**src/rtl/uart_tx_serializer.sv**
```systemverilog
// uart_tx_serializer: UART transmitter with a one-deep holding register (THR), a shift register (TSR) and 16550-style line control.
// Define UART_TX_PARITY_EN to build in the parity bit (PEN/EPS/SP); without it those inputs are ignored.
module uart_tx_serializer #(
  parameter int unsigned OVERSAMPLE = 16,
  parameter int unsigned DATA_W     = 8
) (
  input  logic              clk,
  input  logic              rst,
  input  logic              BRC,
  input  logic              WR,
  input  logic [DATA_W-1:0] D,
  input  logic [1:0]        WLS,
  input  logic              STB,
  input  logic              PEN,
  input  logic              EPS,
  input  logic              SP,
  input  logic              BRK,
  output logic              sTX,
  output logic              THR_empty,
  output logic              TSR_empty,
  output logic              busy
);

  localparam int unsigned CNT_W = $clog2(2 * OVERSAMPLE);
  localparam int unsigned IDX_W = 3;

  localparam logic [CNT_W-1:0] BIT_LAST  = CNT_W'(OVERSAMPLE - 1);
  localparam logic [CNT_W-1:0] TWO_LAST  = CNT_W'(2 * OVERSAMPLE - 1);
  localparam logic [CNT_W-1:0] HALF_LAST = CNT_W'((OVERSAMPLE * 3) / 2 - 1);

  localparam logic [2:0] S_IDLE   = 3'd0;
  localparam logic [2:0] S_START  = 3'd1;
  localparam logic [2:0] S_DATA   = 3'd2;
`ifdef UART_TX_PARITY_EN
  localparam logic [2:0] S_PARITY = 3'd3;
`endif
  localparam logic [2:0] S_STOP   = 3'd4;

  logic [2:0]        state_q, state_d;
  logic [CNT_W-1:0]  tick_q, tick_d;
  logic [IDX_W-1:0]  idx_q, idx_d;
  logic [DATA_W-1:0] thr_q, thr_d;
  logic              thr_full_q, thr_full_d;
  logic [DATA_W-1:0] tsr_q, tsr_d;
  logic [1:0]        wls_q, wls_d;
  logic              stb_q, stb_d;
  logic              tx_q, tx_d;
  logic              busy_q, busy_d;
  logic              load;
  logic [CNT_W-1:0]  stop_last;
  logic [IDX_W-1:0]  last_idx;

`ifdef UART_TX_PARITY_EN
  logic pen_q, pen_d;
  logic par_q, par_d;

  // Parity over the active data bits only (WLS+5 of them).
  function automatic logic calc_parity(input logic [DATA_W-1:0] d, input logic [1:0] wls,
                                       input logic eps, input logic sp);
    logic x;
    x = 1'b0;
    for (int i = 0; i < int'(DATA_W); i++) begin
      if (i < (int'(wls) + 5)) x = x ^ d[i];
    end
    if (sp) calc_parity = ~eps;
    else    calc_parity = eps ? x : ~x;
  endfunction
`else
  logic unused_parity_ctrl;
  assign unused_parity_ctrl = ^{PEN, EPS, SP};
`endif

  // Next-state, THR/TSR datapath and serial-bit selection.
  always_comb begin
    state_d    = state_q;
    tick_d     = tick_q;
    idx_d      = idx_q;
    thr_d      = thr_q;
    thr_full_d = thr_full_q;
    tsr_d      = tsr_q;
    wls_d      = wls_q;
    stb_d      = stb_q;
    tx_d       = tx_q;
    load       = 1'b0;
`ifdef UART_TX_PARITY_EN
    pen_d      = pen_q;
    par_d      = par_q;
`endif
    last_idx   = {1'b0, wls_q} + 3'd4;

    // 1.5 stop bits only apply to the 5-bit word length.
    if (!stb_q)              stop_last = BIT_LAST;
    else if (wls_q == 2'b00) stop_last = HALF_LAST;
    else                     stop_last = TWO_LAST;

    if (WR && !thr_full_q) begin
      thr_d      = D;
      thr_full_d = 1'b1;
    end

    if (BRC) begin
      case (state_q)
        S_IDLE: begin
          if (thr_full_q) load = 1'b1;
        end
        S_START: begin
          if (tick_q == BIT_LAST) begin
            state_d = S_DATA;
            tick_d  = '0;
            idx_d   = '0;
            tx_d    = tsr_q[0];
          end else begin
            tick_d  = tick_q + CNT_W'(1);
          end
        end
        S_DATA: begin
          if (tick_q == BIT_LAST) begin
            tick_d = '0;
            tsr_d  = {1'b0, tsr_q[DATA_W-1:1]};
            if (idx_q == last_idx) begin
`ifdef UART_TX_PARITY_EN
              if (pen_q) begin
                state_d = S_PARITY;
                tx_d    = par_q;
              end else begin
                state_d = S_STOP;
                tx_d    = 1'b1;
              end
`else
              state_d = S_STOP;
              tx_d    = 1'b1;
`endif
            end else begin
              idx_d = idx_q + 3'd1;
              tx_d  = tsr_q[1];
            end
          end else begin
            tick_d = tick_q + CNT_W'(1);
          end
        end
`ifdef UART_TX_PARITY_EN
        S_PARITY: begin
          if (tick_q == BIT_LAST) begin
            state_d = S_STOP;
            tick_d  = '0;
            tx_d    = 1'b1;
          end else begin
            tick_d  = tick_q + CNT_W'(1);
          end
        end
`endif
        S_STOP: begin
          if (tick_q == stop_last) begin
            // A waiting byte starts in this same tick: no idle gap between frames.
            if (thr_full_q) begin
              load = 1'b1;
            end else begin
              state_d = S_IDLE;
              tick_d  = '0;
              tx_d    = 1'b1;
            end
          end else begin
            tick_d = tick_q + CNT_W'(1);
          end
        end
        default: begin
          state_d = S_IDLE;
          tick_d  = '0;
          tx_d    = 1'b1;
        end
      endcase
    end

    // THR -> TSR transfer; line control is frozen here for the whole frame.
    if (load) begin
      tsr_d      = thr_q;
      thr_full_d = 1'b0;
      wls_d      = WLS;
      stb_d      = STB;
`ifdef UART_TX_PARITY_EN
      pen_d      = PEN;
      par_d      = calc_parity(thr_q, WLS, EPS, SP);
`endif
      state_d    = S_START;
      tick_d     = '0;
      tx_d       = 1'b0;
    end

    busy_d = (state_d != S_IDLE);
  end

  always_ff @(posedge clk or negedge rst) begin
    if (!rst) begin
      state_q    <= S_IDLE;
      tick_q     <= '0;
      idx_q      <= '0;
      thr_q      <= '0;
      thr_full_q <= 1'b0;
      tsr_q      <= '0;
      wls_q      <= 2'b00;
      stb_q      <= 1'b0;
      tx_q       <= 1'b1;
      busy_q     <= 1'b0;
`ifdef UART_TX_PARITY_EN
      pen_q      <= 1'b0;
      par_q      <= 1'b0;
`endif
    end else begin
      state_q    <= state_d;
      tick_q     <= tick_d;
      idx_q      <= idx_d;
      thr_q      <= thr_d;
      thr_full_q <= thr_full_d;
      tsr_q      <= tsr_d;
      wls_q      <= wls_d;
      stb_q      <= stb_d;
      tx_q       <= tx_d;
      busy_q     <= busy_d;
`ifdef UART_TX_PARITY_EN
      pen_q      <= pen_d;
      par_q      <= par_d;
`endif
    end
  end

  // Break overrides the line after the output register; the FSM keeps running.
  assign sTX       = tx_q & ~BRK;
  assign THR_empty = ~thr_full_q;
  assign TSR_empty = ~thr_full_q & ~busy_q;
  assign busy      = busy_q;

endmodule

```
**config.mk**
```make
export PLATFORM = sky130hd
export DESIGN_NAME = uart_tx_serializer
export DESIGN_NICKNAME = d
export VERILOG_FILES = /design/src/rtl/uart_tx_serializer.sv
export SDC_FILE = /design/constraint.sdc
export NUM_CORES = 1
export LEC_CHECK = 0
export BUFFER_PORTS_ARGS = -buffer_cell sky130_fd_sc_hd__buf_2
export CORE_ASPECT_RATIO = 1.5
export CORE_UTILIZATION = 29
export CTS_CLUSTER_DIAMETER = 150
export DETAILED_ROUTE_END_ITERATION = 10
export GPL_ROUTABILITY_DRIVEN = 1
export PLACE_DENSITY = 0.56
export SLEW_MARGIN = 15
export SYNTH_ARGS = -nofsm -noshare
export SYNTH_HDL_FRONTEND = slang
export SYNTH_SLANG_ARGS = --single-unit
```
**constraint.sdc**
```tcl
create_clock -name clk -period 1.84 [get_ports clk]
set_input_delay 0.092 -clock clk [delete_from_list [all_inputs] [get_ports clk]]
set_output_delay 0.092 -clock clk [all_outputs]
set_load 0.02 [all_outputs]
```
==> impl_table.tex <==
\begin{tabular}{lr}
\hline
Metric & Value \\
\hline
\multicolumn{2}{l}{\textbf{Synthesis}} \\
\quad Distinct cell type count of the synthesized netlist & 47 \\
\quad Fraction of the yosys area taken by sequential cells & 0.460 \\
\quad \#FFs+latches synth & 33 \\
\quad Largest cells by area after synthesis & sky130\_fd\_sc\_hd\_\_dfrtp\_1, sky130\_fd\_sc\_hd\_\_nand2\_1, sky130\_fd\_sc\_hd\_\_mux2\_2 \\
\quad Cell taking the most area after synthesis & sky130\_fd\_sc\_hd\_\_dfrtp\_1 \\
\quad Synth top area share & 0.446 \\
\quad Commonest cells in the netlist & sky130\_fd\_sc\_hd\_\_dfrtp\_1, sky130\_fd\_sc\_hd\_\_nand2\_1, sky130\_fd\_sc\_hd\_\_mux2\_2, sky130\_fd\_sc\_hd\_\_mux2i\_1, sky130\_fd\_sc\_hd\_\_o21ai\_1 \\
\quad Netlist Area Pre-Place & between 1500 and 2000 sq um \\
\quad Most frequently used cell type in the post-synthesis netlist & sky130\_fd\_sc\_hd\_\_dfrtp\_1 \\
\quad Yosys warning total & 0 \\
\quad Share of async-settable or async-resettable flops after synthesis & 1.00 \\
\quad Mapped Cells & around 170 \\
\quad Number of synthesized flops with an enable pin & 0 \\
\quad Most used flip-flop cell after synthesis & sky130\_fd\_sc\_hd\_\_dfrtp\_1 \\
\quad Syn\_nets & roughly 190 \\
\quad Average cell area after synthesis & about 11 sq um \\
\multicolumn{2}{l}{\textbf{Final layout}} \\
\quad Layout cells sized above 1 & 0.359 \\
\quad Sequential cell area & 827 sq um \\
\quad Number of nets in the layout & between 200 and 250 \\
\quad Layout Cell Area excl Fill & between 2000 and 2500 sq um \\
\quad Footprint of the multi-input gates & between 900 and 1000 sq um \\
\quad Cell Count, Final, Fillers Out & $\sim$280 \\
\quad Diode insertion count for antenna repair & 0 \\
\quad Number of filler instances in the final layout & slightly below 600 \\
\quad Growth of design area from synthesis to finish & 24.4\% \\
\multicolumn{2}{l}{\textbf{Pwr}} \\
\quad Overall power & 3090 uW \\
\quad Part of the power in registers & 0.406 \\
\quad Switching power as a share of total power & 0.345 \\
\quad Clock network fraction of design power & 0.228 \\
\quad Maximum vdd ir drop & a little over 0.0007 V \\
\quad Power dissipated by switching net loads & about 1100 uW \\
\quad Static leakage & 0.000985 uW \\
\quad Cell-internal power & between 2000 and 2500 uW \\
\quad Combinational share of power & 0.367 \\
\quad Power density over the cells & approximately 1400 nW/um\^{}2 \\
\multicolumn{2}{l}{\textbf{STA}} \\
\quad Final cycle utilization of the critical path & 0.978 \\
\quad Time the worst path needs with I/O delays and setup & 1800 ps \\
\quad Post-Route Skew & 4.64 ps \\
\quad Maximum clock frequency & $\sim$560 MHz \\
\quad Relative slew slack & 0.513 \\
\quad Pins over their slew limit & 0 \\
\quad Setup violation total in the final timing report & 0 \\
\quad Worst-case hold slack & 14.6 ps \\
\quad Final hold violation count & 0 \\
\quad Worst path setup slack after routing & 40.6 ps \\
\quad Unrepaired setup endpoints after global routing & true \\
\quad Measured slew at the worst slew-check pin & 730 ps \\
\multicolumn{2}{l}{\textbf{Worst hold path}} \\
\quad Tightest Hold Check Type & in -> reg \\
\quad Hold Path Cell Cnt & 3 \\
\multicolumn{2}{l}{\textbf{Worst setup path}} \\
\quad Worst setup slack for register-to-register paths & 40 ps \\
\quad Crit path capture type & flip-flop \\
\quad Setup crit end & tick\_q[2] \\
\quad Startpoint class of the critical path & flip-flop \\
\quad CP Data Arrival Time & 2020 ps \\
\quad Launch point of the worst reg-to-reg path & tick\_q[1] \\
\quad Maximum fanout along the worst path & 5 \\
\quad Critical path launch point & tick\_q[1] \\
\quad Required time worst endpoint & 2060 ps \\
\quad Reg2Reg Capture Point & tick\_q[2] \\
\quad Reg2reg path depth & 8 \\
\quad Critical Setup Path Class & reg -> reg \\
\multicolumn{2}{l}{\textbf{Floorplanning}} \\
\quad Number of I/O pins & 23 \\
\quad Area enclosed by the die boundary & $\sim$6500 sq um \\
\quad Y dimension of the die & between 90 and 100 um \\
\quad Number of rows in the core area & 34 \\
\quad Floorplan die width & between 60 and 70 um \\
\quad Area of the placeable core & between 5000 and 6000 sq um \\
\quad Effective utilization at floorplan & 0.306 \\
\multicolumn{2}{l}{\textbf{CTS}} \\
\quad Clk Tree Root Cell & sky130\_fd\_sc\_hd\_\_clkbuf\_8 \\
\quad CTS tree & yes \\
\quad Max Buffers Root-to-Sink & 2 \\
\quad CTS sink cnt & 33 \\
\quad Number of H-tree levels & 2 \\
\quad Insertion delay to the later sink of the worst-skew pair & approximately 280 ps \\
\quad Number of buffers created by CTS & 5 \\
\quad Clock slew seen by the registers of the worst setup and hold paths & 70 ps \\
\multicolumn{2}{l}{\textbf{Drt}} \\
\quad Avg WL per Cell & 12.9 um \\
\quad Number of vias per cell & around 4.7 \\
\quad Vias after detailed routing & 1319 \\
\quad Remaining DRCs & 0 \\
\quad DRT iter0 DRCs & 26 \\
\quad Residual antenna-violating net count after detailed routing & 0 \\
\quad Final Routed Wirelength & 3580 um \\
\quad Detailed-routing iteration count for the pre-antenna-repair pass & 4 \\
\multicolumn{2}{l}{\textbf{Placed design}} \\
\quad Detailed placer's ending HPWL & 2680 um \\
\quad Area after detailed placement & approximately 2100 sq um \\
\quad Global placement routability congestion & slightly above 0.8 \\
\quad Worst slack at placement & -21.1 ps \\
\quad Number of placed instances with taps included & around 270 \\
\quad Number of buffer cells added on primary ports & 19 \\
\multicolumn{2}{l}{\textbf{Status}} \\
\quad Status & completed \\
\multicolumn{2}{l}{\textbf{GRT}} \\
\quad Total gr overflow & 0 \\
\quad Antenna violations before repair & 0 \\
\quad Vias in the first global route & 1400 \\
\quad Total global-route track usage & 0.126 \\
\quad Largest net degree at the start of global routing & 34 \\
\quad Global-route wire length before repair & 6210 um \\
\multicolumn{2}{l}{\textbf{Job}} \\
\quad Number of max-cap violations & 0 \\
\hline
\end{tabular}
[flip-flops by register name, summed over array words and instances (netlist names)]
signal / cells
thr_q: 8
tsr_q: 8
tick_q: 5
idx_q: 3
state_q: 3
wls_q: 2
busy: 1
stb_q: 1
thr_full_q: 1
tx_q: 1
[how the worst min path moves through the flow]
stage                start        end  slack [ps]
finish              WLS[1]   wls_q[1]          10
global route        WLS[0]   wls_q[0]           5
CTS                 WLS[0]   wls_q[0]           4
detailed placement     rst  tick_q[3]         200
global placement       rst  tick_q[3]         210
floorplan              rst       busy        -200
[what timing repair did]
item / in CTS / in global routing
endpoints found under the hold margin: 32 / 0
hold buffers: 1 / 0
endpoints found under the setup margin: 7 / 14
setup buffers: 0 / 3
pin swaps: 2 / 6
gates resized for setup: 3 / 3
[logic make-up (layout without fill, tap and decap cells)]
| family | after synthesis | after routing | synth area share |
|---|---|---|---|
| flip-flops | 33 | 33 | 0.460 |
| XOR/XNOR | 4 | 4 | 0.0195 |
| adder cells (fa/ha/maj) | 4 | 4 | 0.0279 |
| AO/OA/AOI/OAI | 34 | 34 | 0.157 |
| multiplexers | 16 | 16 | 0.0947 |
| AND/OR/NAND/NOR | 65 | 65 | 0.197 |
| buffers and inverters | 12 | 50 | 0.0439 |
[layout make-up]
cell class,instances,share of cell area
multi-input combinational,123,0.414
sequential,33,0.370
timing repair buffer,36,0.114
tap,72,0.0403
clock buffer,7,0.0386
clock inverter,1,0.0134
inverter,6,0.0101
[cell usage in the layout, fill, tap and decap left out, types with 2 or more instances in the layout]
cell type,instances
sky130_fd_sc_hd__a21oi_4,2
sky130_fd_sc_hd__inv_1,6
sky130_fd_sc_hd__nor3b_2,2
sky130_fd_sc_hd__a22o_1,2
sky130_fd_sc_hd__dfrtp_1,32
sky130_fd_sc_hd__or3_1,2
sky130_fd_sc_hd__buf_4,13
sky130_fd_sc_hd__o31ai_1,4
sky130_fd_sc_hd__nand3_1,5
sky130_fd_sc_hd__and3_4,2
sky130_fd_sc_hd__and2_1,2
sky130_fd_sc_hd__clkbuf_8,6
sky130_fd_sc_hd__nand2_2,3
sky130_fd_sc_hd__nor2b_1,2
sky130_fd_sc_hd__mux2i_1,8
sky130_fd_sc_hd__ha_1,2
sky130_fd_sc_hd__buf_12,2
sky130_fd_sc_hd__nor3_1,2
sky130_fd_sc_hd__a32oi_1,2
sky130_fd_sc_hd__nor2_1,6
sky130_fd_sc_hd__a21oi_1,3
sky130_fd_sc_hd__buf_2,19
sky130_fd_sc_hd__mux2_2,8
sky130_fd_sc_hd__a21o_1,3
sky130_fd_sc_hd__nand2b_1,3
sky130_fd_sc_hd__nand2_1,28
sky130_fd_sc_hd__xnor2_1,3
sky130_fd_sc_hd__o21ai_1,7
[metrics by stage]
step / TNS (ps) / util
floorplan: -1.91 / -
global placement: 0 / 0.350
detailed placement: -21.1 / 0.350
CTS: 0 / 0.374
global route: -44.9 / 0.381
finish: 0 / 0.381
[metal layers]
layer  GRT usage  wire length [um]
met2       0.214              1830
met5           0                 0
met4      0.0736               127
met3      0.0292               124
met1       0.139              1500
[worst max-delay path, cell delays in order, from the launching register on]
cell,delay [ps]
sky130_fd_sc_hd__dfrtp_1,390
sky130_fd_sc_hd__ha_2,190
sky130_fd_sc_hd__and3_4,190
sky130_fd_sc_hd__ha_4,170
sky130_fd_sc_hd__buf_6,110
sky130_fd_sc_hd__and2b_4,270
sky130_fd_sc_hd__nor2_4,40
sky130_fd_sc_hd__nor4b_2,270
sky130_fd_sc_hd__a21o_1,110
[power by group through the flow]
stage	Combinational, uW	Clock (uW)	Sequential, uW
6_report	1130	704	1250
5_1_grt	1260	757	1290
4_1_cts	1100	728	1260
3_5_place_dp	1090	0	1270
3_3_place_gp	1070	0	1260
2_1_floorplan	820	0	1220
Note: power is estimated with default switching activity, not from simulation.
